===== src/rtl/audio_pkg.sv =====
// rtl/audio_pkg.sv - shared field widths, end-marker constant and voice state encoding
package audio_pkg;

    localparam int DEF_FRAME_BITS  = 3;
    localparam int DEF_PERIOD_BITS = 16;
    localparam int DEF_DUR_BITS    = 10;

    // A table entry of all zeros ({period 0, dur 0}) terminates a channel's sequence.
    localparam logic [63:0] END_MARKER = 64'd0;

    localparam logic [1:0] ST_IDLE = 2'd0;
    localparam logic [1:0] ST_PLAY = 2'd1;
    localparam logic [1:0] ST_DONE = 2'd2;

    function automatic logic is_end_marker(input logic [63:0] entry);
        return entry == END_MARKER;
    endfunction

endpackage


===== src/rtl/audio_voice.sv =====
// rtl/audio_voice.sv - one channel: frame sequencer walking its ROM slice plus square-wave synth
module audio_voice
    import audio_pkg::*;
#(
    parameter int FRAME_BITS  = DEF_FRAME_BITS,
    parameter int PERIOD_BITS = DEF_PERIOD_BITS,
    parameter int DUR_BITS    = DEF_DUR_BITS
) (
    input  logic clk,
    input  logic reset,
    input  logic start,
    input  logic stop,
    input  logic loop,
    input  logic tick,
    input  logic sample_step,
    input  logic [(2**FRAME_BITS)*(PERIOD_BITS+DUR_BITS)-1:0] frames,
    output logic square,
    output logic playing
);

    localparam int EW = PERIOD_BITS + DUR_BITS;

    logic [1:0]             state;
    logic [FRAME_BITS-1:0]  frame;
    logic [DUR_BITS-1:0]    frame_pos;
    logic [PERIOD_BITS-1:0] period;
    logic [PERIOD_BITS-1:0] phase;

    logic [FRAME_BITS-1:0]  next_frame;
    logic [EW-1:0]          next_entry;
    logic [DUR_BITS-1:0]    cur_dur;
    logic [PERIOD_BITS-1:0] next_period;
    logic [PERIOD_BITS-1:0] first_period;
    logic                   next_is_end;
    logic                   frame_done;

    // Combinational ROM reads so a new period lands on the same edge as the frame change.
    always_comb begin
        next_frame   = frame + 1'b1;
        cur_dur      = frames[int'(frame) * EW +: DUR_BITS];
        next_entry   = frames[int'(next_frame) * EW +: EW];
        next_period  = next_entry[EW-1:DUR_BITS];
        first_period = frames[EW-1:DUR_BITS];
        next_is_end  = is_end_marker(64'(next_entry));
        frame_done   = tick && (frame_pos == cur_dur);
    end

    always_ff @(posedge clk) begin
        if (reset) begin
            state     <= ST_IDLE;
            frame     <= '0;
            frame_pos <= '0;
            period    <= '0;
            phase     <= '0;
            square    <= 1'b0;
        end else if (stop) begin
            state  <= ST_IDLE;
            square <= 1'b0;
        end else if (start) begin
            state     <= ST_PLAY;
            frame     <= '0;
            frame_pos <= '0;
            period    <= first_period;
            phase     <= '0;
            square    <= 1'b0;
        end else if (state == ST_PLAY) begin
            if (frame_done) begin
                // Every frame load restarts the waveform, even if the period is unchanged.
                frame_pos <= '0;
                phase     <= '0;
                square    <= 1'b0;
                if (!next_is_end) begin
                    frame  <= next_frame;
                    period <= next_period;
                end else if (loop) begin
                    frame  <= '0;
                    period <= first_period;
                end else begin
                    state <= ST_DONE;
                end
            end else begin
                if (tick) begin
                    frame_pos <= frame_pos + 1'b1;
                end
                if (sample_step && (period != '0)) begin
                    if (phase == period - 1'b1) begin
                        phase  <= '0;
                        square <= ~square;
                    end else begin
                        phase <= phase + 1'b1;
                    end
                end
            end
        end
    end

    assign playing = (state == ST_PLAY);

endmodule


===== src/rtl/audio_sequencer.sv =====
// rtl/audio_sequencer.sv - multi-voice ROM-driven square-wave sequencer with sigma-delta output
module audio_sequencer
    import audio_pkg::*;
#(
    parameter int CHANNELS    = 2,
    parameter int FRAME_BITS  = DEF_FRAME_BITS,
    parameter int PERIOD_BITS = DEF_PERIOD_BITS,
    parameter int DUR_BITS    = DEF_DUR_BITS,
    parameter int TICK_DIV    = 48828,
    parameter int SAMPLE_DIV  = 128,
    // Entry [ch*2**FRAME_BITS + f] = {period, dur}, entry 0 in the least significant bits.
    parameter logic [CHANNELS*(2**FRAME_BITS)*(PERIOD_BITS+DUR_BITS)-1:0] ROM_INIT = '0
) (
    input  logic                          clk,
    input  logic                          reset,
    input  logic                          start,
    input  logic                          stop,
    input  logic                          loop,
    output logic                          busy,
    output logic [$clog2(CHANNELS+1)-1:0] level,
    output logic                          audio
);

    localparam int DEPTH = 2**FRAME_BITS;
    localparam int EW    = PERIOD_BITS + DUR_BITS;
    localparam int LW    = $clog2(CHANNELS + 1);
    localparam int AW    = LW + 1;
    localparam int TW    = $clog2(TICK_DIV + 1);
    localparam int SW    = $clog2(SAMPLE_DIV + 1);

    logic [TW-1:0]       tick_cnt;
    logic [SW-1:0]       sample_cnt;
    logic                tick;
    logic                sample_step;
    logic [CHANNELS-1:0] square;
    logic [CHANNELS-1:0] playing;
    logic [LW-1:0]       square_sum;
    logic [AW-1:0]       acc;
    logic [AW-1:0]       acc_sum;

    assign tick        = busy && (tick_cnt == TW'(TICK_DIV - 1));
    assign sample_step = (sample_cnt == SW'(SAMPLE_DIV - 1));

    always_ff @(posedge clk) begin
        if (reset || start) begin
            tick_cnt <= '0;
        end else if (tick) begin
            tick_cnt <= '0;
        end else if (busy) begin
            tick_cnt <= tick_cnt + 1'b1;
        end
    end

    always_ff @(posedge clk) begin
        if (reset || sample_step) begin
            sample_cnt <= '0;
        end else begin
            sample_cnt <= sample_cnt + 1'b1;
        end
    end

    for (genvar ch = 0; ch < CHANNELS; ch++) begin : g_voice
        audio_voice #(
            .FRAME_BITS  (FRAME_BITS),
            .PERIOD_BITS (PERIOD_BITS),
            .DUR_BITS    (DUR_BITS)
        ) u_voice (
            .clk         (clk),
            .reset       (reset),
            .start       (start),
            .stop        (stop),
            .loop        (loop),
            .tick        (tick),
            .sample_step (sample_step),
            .frames      (ROM_INIT[ch*DEPTH*EW +: DEPTH*EW]),
            .square      (square[ch]),
            .playing     (playing[ch])
        );
    end

    always_comb begin
        square_sum = '0;
        for (int i = 0; i < CHANNELS; i++) begin
            square_sum = square_sum + LW'(square[i]);
        end
        acc_sum = acc + AW'(level);
    end

    // First-order sigma-delta: the residue stays below CHANNELS, so acc_sum never overflows AW bits.
    always_ff @(posedge clk) begin
        if (reset) begin
            busy  <= 1'b0;
            level <= '0;
            acc   <= '0;
            audio <= 1'b0;
        end else begin
            busy  <= |playing;
            level <= square_sum;
            if (acc_sum >= AW'(CHANNELS)) begin
                acc   <= acc_sum - AW'(CHANNELS);
                audio <= 1'b1;
            end else begin
                acc   <= acc_sum;
                audio <= 1'b0;
            end
        end
    end

endmodule


===== config.mk =====
export PLATFORM = sky130hd
export DESIGN_NAME = audio_sequencer
export DESIGN_NICKNAME = d
export VERILOG_FILES = /design/src/rtl/audio_pkg.sv /design/src/rtl/audio_voice.sv /design/src/rtl/audio_sequencer.sv
export SDC_FILE = /design/constraint.sdc
export NUM_CORES = 1
export LEC_CHECK = 0
export BUFFER_PORTS_ARGS = -buffer_cell sky130_fd_sc_hd__buf_4
export CORE_ASPECT_RATIO = 1.1
export CORE_MARGIN = 2
export CORE_UTILIZATION = 40
export CTS_BUF_LIST = sky130_fd_sc_hd__clkbuf_8
export DETAILED_ROUTE_END_ITERATION = 8
export PLACE_DENSITY_LB_ADDON = 0.2
export SLEW_MARGIN = 10
export SYNTH_ARGS = -nofsm -noshare
export SYNTH_HDL_FRONTEND = slang
export SYNTH_SLANG_ARGS = --single-unit

===== constraint.sdc =====
create_clock -name clk -period 1.8 [get_ports clk]
set_clock_uncertainty 0.05 [all_clocks]
set_input_delay 0.27 -clock clk [delete_from_list [all_inputs] [get_ports clk]]
set_output_delay 0.27 -clock clk [all_outputs]
set_load 0.005 [all_outputs]

# Word level (Yosys, flattened, before mapping)
# Cells that the tools add are included.
# op_classes
reduce_logical	41
n_addsub	13
bitwise	4
n_shift	4
muxes	54
eq_ne	11
n_mul	4
order_cmp	1
# op_table
operator	count
$shiftx A208 B32 Y10 const A	2
$shiftx A208 B32 Y26 const A	2
$mux W16	19
$mux W10	8
$logic_not A26 Y1	2
$add A16 B1 Y16 const B	3
$eq A16 B16 Y1	2
$reduce_bool A16 Y1	2
$sub A16 B1 Y16 const B	2
$mux W3	10
$mul A3 B4 Y7 const B	4
$reduce_and A4 Y1	6
$add A10 B1 Y10 const B	2
$eq A10 B10 Y1	2
$reduce_bool A2 Y1	10
$reduce_and A3 Y1	6
$mux W1	17
$eq A16 B16 Y1 const B	1
$reduce_bool A3 Y1	4
$add A8 B1 Y8 const B	1
$eq A8 B7 Y1 const B	1
$add A3 B1 Y3 const B	2
$ne A3 B3 Y1 const B	2
$reduce_or A2 Y1	3
other kinds (10)	19
# totals
out_inout_bits	4
in_bits	5
wordCells	152
reg_bits	127

# Logic depth before layout (Yosys ltp)
# logic_depth
ltp_word	8
mapped_depth	7

# By module
# From an unflattened synthesis, not the netlist that was laid out.
# hier_totals
hier_cells	1274
hier_area_um2	11358.4
# modules_own_cells
mod	area_per_inst_um2	cells_each	n_inst
audio_voice at g_voice[1].u_voice	5081.1	590	1
audio_voice at g_voice[0].u_voice	4936.0	543	1
audio_sequencer	1341.3	141	1

# Worst setup path before layout
# Ideal clock, no wire load.
# synth_timing
path_type	reg-to-reg
start	reg tick_cnt[0]
end	reg g_voice[1].u_voice.frame_pos[7]
slack_ns	0.005
required_time_ns	1.621
path_buffers	0
path_stages_with_launch	7
arrival_time_ns	1.616
cell_sequence	dfxtp_1 -> ha_1 -> and4_2 -> a41oi_4 -> or2_2 -> a32oi_1 -> o41ai_2
# synth_between
elab_chain_len	6
elab_cells_between_ends	8
cone_classes	eq/ne: 1; mux: 3; reduce/logical: 4
# synth_rtl
item	line	rtl
start: declaration	audio_sequencer.sv:31	logic [TW-1:0] tick_cnt;
start signal: assignment	audio_sequencer.sv:50	tick_cnt <= tick_cnt + 1'b1;
$eq A16 B16 Y1 *	audio_sequencer.sv:41	assign tick = busy && (tick_cnt == TW'(TICK_DIV - 1));
$logic_and A1 B1 Y1 *	audio_sequencer.sv:41	
$logic_and A1 B1 Y1	audio_voice.sv:45	frame_done = tick && (frame_pos == cur_dur);
$mux W10	audio_voice.sv:67	if (frame_done) begin
$mux W10	audio_voice.sv:66	end else if (state == ST_PLAY) begin
$mux W10	audio_voice.sv:59	end else if (start) begin
end signal: assignment	audio_voice.sv:83	frame_pos <= frame_pos + 1'b1;
end: declaration	audio_voice.sv:25	logic [DUR_BITS-1:0] frame_pos;
# Every way passes the cells marked *; elsewhere a longest branch is shown, timed or not. The select of a mux whose other input is x is not followed.
# A chain may end at the register's enable or synchronous reset.

# Worst setup path in the final report
# layout_timing
start	reg tick_cnt[0]
end	reg g_voice[0].u_voice.frame_pos[7]
# layout_between
elab_chain_len	6
elab_cells_between_ends	8
cone_classes	eq/ne: 1; mux: 3; reduce/logical: 4
# layout_rtl
item	line
$eq A16 B16 Y1 *	audio_sequencer.sv:41
$logic_and A1 B1 Y1 *	audio_sequencer.sv:41
$logic_and A1 B1 Y1	audio_voice.sv:45
$mux W10	audio_voice.sv:67
$mux W10	audio_voice.sv:66
$mux W10	audio_voice.sv:59
end signal: assignment	audio_voice.sv:83
end: declaration	audio_voice.sv:25
# Marks and branches as above.

==> run_results.csv <==
group,metric,value,unit
clock_network,h-tree-depth,2,
drt,via_per_inst,5.05,
place,place_area,2630,sq um
power_and_ir_drop,power.leakage,1.03,nW
yosys,synth_warnings,0,
yosys,ys_seq_elements,49,
global_route,grt_max_degree,22,
place,post-place-ws,-0.117,ns
drt,drtIter0Drc,64,
clock_network,cts_inserted_buffers,5,
die,dieWidth,76.9,um
global_route,grt_pass1_vias,1882,
final_layout,final_cell_mix,"dfxtp_1 (47), nor2_1 (29), buf_4 (29)",
sta,setup_slack,0.0640,ns
clock_network,cts_setup_buffers,0,
final_layout,regArea,983,sq um
sta,finalHoldViolCount,0,
drt,drc,0,
clock_network,cts_root_buffer,"clkbuf_8",
place,place.port_buffers,8,
drt,ant_nets,0,
worst_setup_path,startpoint_type,"register",
clock_network,ctsHoldBuffers,0,
sta,fmax,576,MHz
drt,post_drt_wl_per_cell,12.8,um
place,place_inst,357,
worst_setup_path,worstSetupEndpointType,"register",
sta,setup_viol,0,
final_layout,final_common_cell,"dfxtp_1",
yosys,synth_edf_count,0,
global_route,grt_usage,0.158,
yosys,syn_area,2340,sq um
worst_setup_path,crit_type,"register to register",
worst_setup_path,crit_required,1.94,ns
yosys,syn_inst,257,
worst_setup_path,crit_arrival,1.87,ns
clock_network,cts.clk_slew.worst_paths,0.09,ns
global_route,gr-total-overflow,0,
clock_network,cts_sinks,49,
sta,tightest_slew,0.458,ns
yosys,synth-async-reset-ratio,0,
die,boundaryPins,9,
sta,slew_viol_final,0,
final_layout,diodes,0,
sta,rsz0062_at_grt,"yes",
run,cap_violations,0,
yosys,synth_cell_types,46,
die,rows,29,
sta,slew_headroom,0.692,
worst_hold_path,min_path_type,"primary input to register",
clock_network,insertion_delay,0.30,ns
global_route,grt_first_pass_wirelength,8.23,mm
final_layout,final_cells,366,
sta,final.min_clock_period,1.74,ns
clock_network,cts_tree,"done",
final_layout,nets,301,
place,gp_congestion,0.810,
sta,finalCritPeriodShare,0.964,
power_and_ir_drop,p_per_area,703,nW/um^2
global_route,antenna_found_initial,0,
drt,routed_wl,4.67,mm
yosys,synth.avg_cell_area,9.10,sq um
worst_setup_path,cp_max_fo,6,
yosys,yosysSeqAreaShare,0.419,
run_status,outcome,"complete, no violations",
die,chipHeight,84.2,um
final_layout,drive_gt1_frac,0.239,
place,hpwl,3.29,mm
final_layout,synthToLayoutAreaGrowth,22.7,%
die,dieArea,6470,sq um
yosys,syn-num-nets,270,
final_layout,nFillCells,560,
die,initial_core_util,0.410,
yosys,synth_ff_type,"dfxtp_1",
final_layout,multi_input_area,1390,sq um
drt,via_count,1847,
drt,drt_pass1_iterations,4,
power_and_ir_drop,peakVddDrop,0.000335,V
die,design.core.area,5700,sq um
final_layout,fin_area,2870,sq um
clock_network,cts_buffer_depth,2,
repair_timing:
item,4_1_cts,5_1_grt
hold endpoints to repair,0,0
endpoints found under the setup margin,19,19
resized for setup,8,16
gates cloned,1,0
pin swaps,3,6
path summary, 6_finish.rpt:
path,start,end,cells after the start,slack [ns]
hold / removal,stop,g_voice[1].u_voice.state[0]$_SDFFE_PP0P_,2,0.12
setup / recovery,tick_cnt[0]$_SDFFE_PP0P_,g_voice[0].u_voice.frame_pos[7]$_SDFFE_PP0P_,6,0.06
hold reg to reg,g_voice[1].u_voice.square$_SDFFE_PP0P_,g_voice[1].u_voice.square$_SDFFE_PP0P_,1,0.41
setup reg to reg,tick_cnt[0]$_SDFFE_PP0P_,g_voice[0].u_voice.frame_pos[7]$_SDFFE_PP0P_,6,0.06
worst max-delay path: stages, from the launching register on:
cell and delay [ns]:
dfxtp_2 0.34, ha_2 0.19, and4_4 0.26, a41oi_4 0.17, or2_4 0.30, a32oi_2 0.23
o41ai_2 0.10
stage by stage:
| step | util | power [W] | setup TNS [ns] | hold slack (ns) |
|---|---|---|---|---|
| final | 0.504 | 0.00202 | 0 | 0.115 |
| after global routing | 0.504 | 0.00211 | -0.0382 | 0.119 |
| after CTS | 0.489 | 0.00204 | -0.00139 | 0.102 |
| after detailed placement | 0.462 | 0.00123 | -0.825 | 0.398 |
| after global placement | 0.462 | 0.00122 | -0.392 | 0.398 |
| after floorplan | - | 0.00119 | 0 | 0.298 |
cell families after synthesis:
| group | share of synthesized area |
|---|---|
| and+or+nand+nor | 0.296 |
| DFF | 0.419 |
| AOI/OAI and AO/OA | 0.0952 |
| xor gates and xnor gates | 0.101 |
| buffers and inverters | 0.0375 |
| adders and majority gates | 0.0460 |
| muxes | 0.00428 |
layout make-up:
class	count	area share
clock inverter	2	0.0118
multi-input combinational	191	0.483
tap	77	0.0336
sequential	49	0.343
inverter	10	0.0131
timing repair buffer	31	0.0868
clock buffer	6	0.0288
state kept, by name, indices dropped and copies added (netlist names):
name                       count
g_voice.u_voice.square         2
level                          2
audio                          1
busy                           1
g_voice.u_voice.state          4
g_voice.u_voice.frame_pos     20
acc                            3
tick_cnt                      16
report_power, final:
part	internal, W	switching [W]
sequential	0.00109	0.00000449
combinational	0.0000431	0.0000766
clock	0.000448	0.000357
cell usage after synthesis, types with 2 or more instances:
master,count,area (sq um)
dfxtp_1,49,981
nor2_1,30,113
nand2_1,22,82.6
xnor2_1,19,166
nand3_1,14,70.1
nor4_1,11,68.8
inv_1,10,37.5
nor3_1,10,50.1
a21oi_1,9,45.0
xor2_1,8,70.1
ha_1,7,87.6
and3_1,6,37.5
or3_1,5,31.3
and4_1,4,35.0
nor3b_1,4,30.0
and2_1,3,18.8
buf_1,3,11.3
nor2b_1,3,18.8
a21o_1,2,15.0
a32oi_1,2,17.5
and4b_1,2,20.0
buf_6,2,22.5
nand2b_1,2,12.5
nand4_1,2,12.5
nor2_2,2,12.5
o211a_1,2,20.0
o21a_1,2,15.0
o21ai_1,2,10.0
o32ai_1,2,17.5
or2_2,2,12.5
metal layers:
| metal | share of wire | vias to the layer above | global-route usage |
|---|---|---|---|
| li1 | - | 969 | - |
| met1 | 0.48 | 853 | 0.193 |
| met2 | 0.48 | 19 | 0.265 |
| met3 | 0.025 | 6 | 0.0323 |
| met4 | 0.017 | 0 | 0.0744 |
| met5 | 0 | - | 0 |
(Power assumes the default switching activity.)
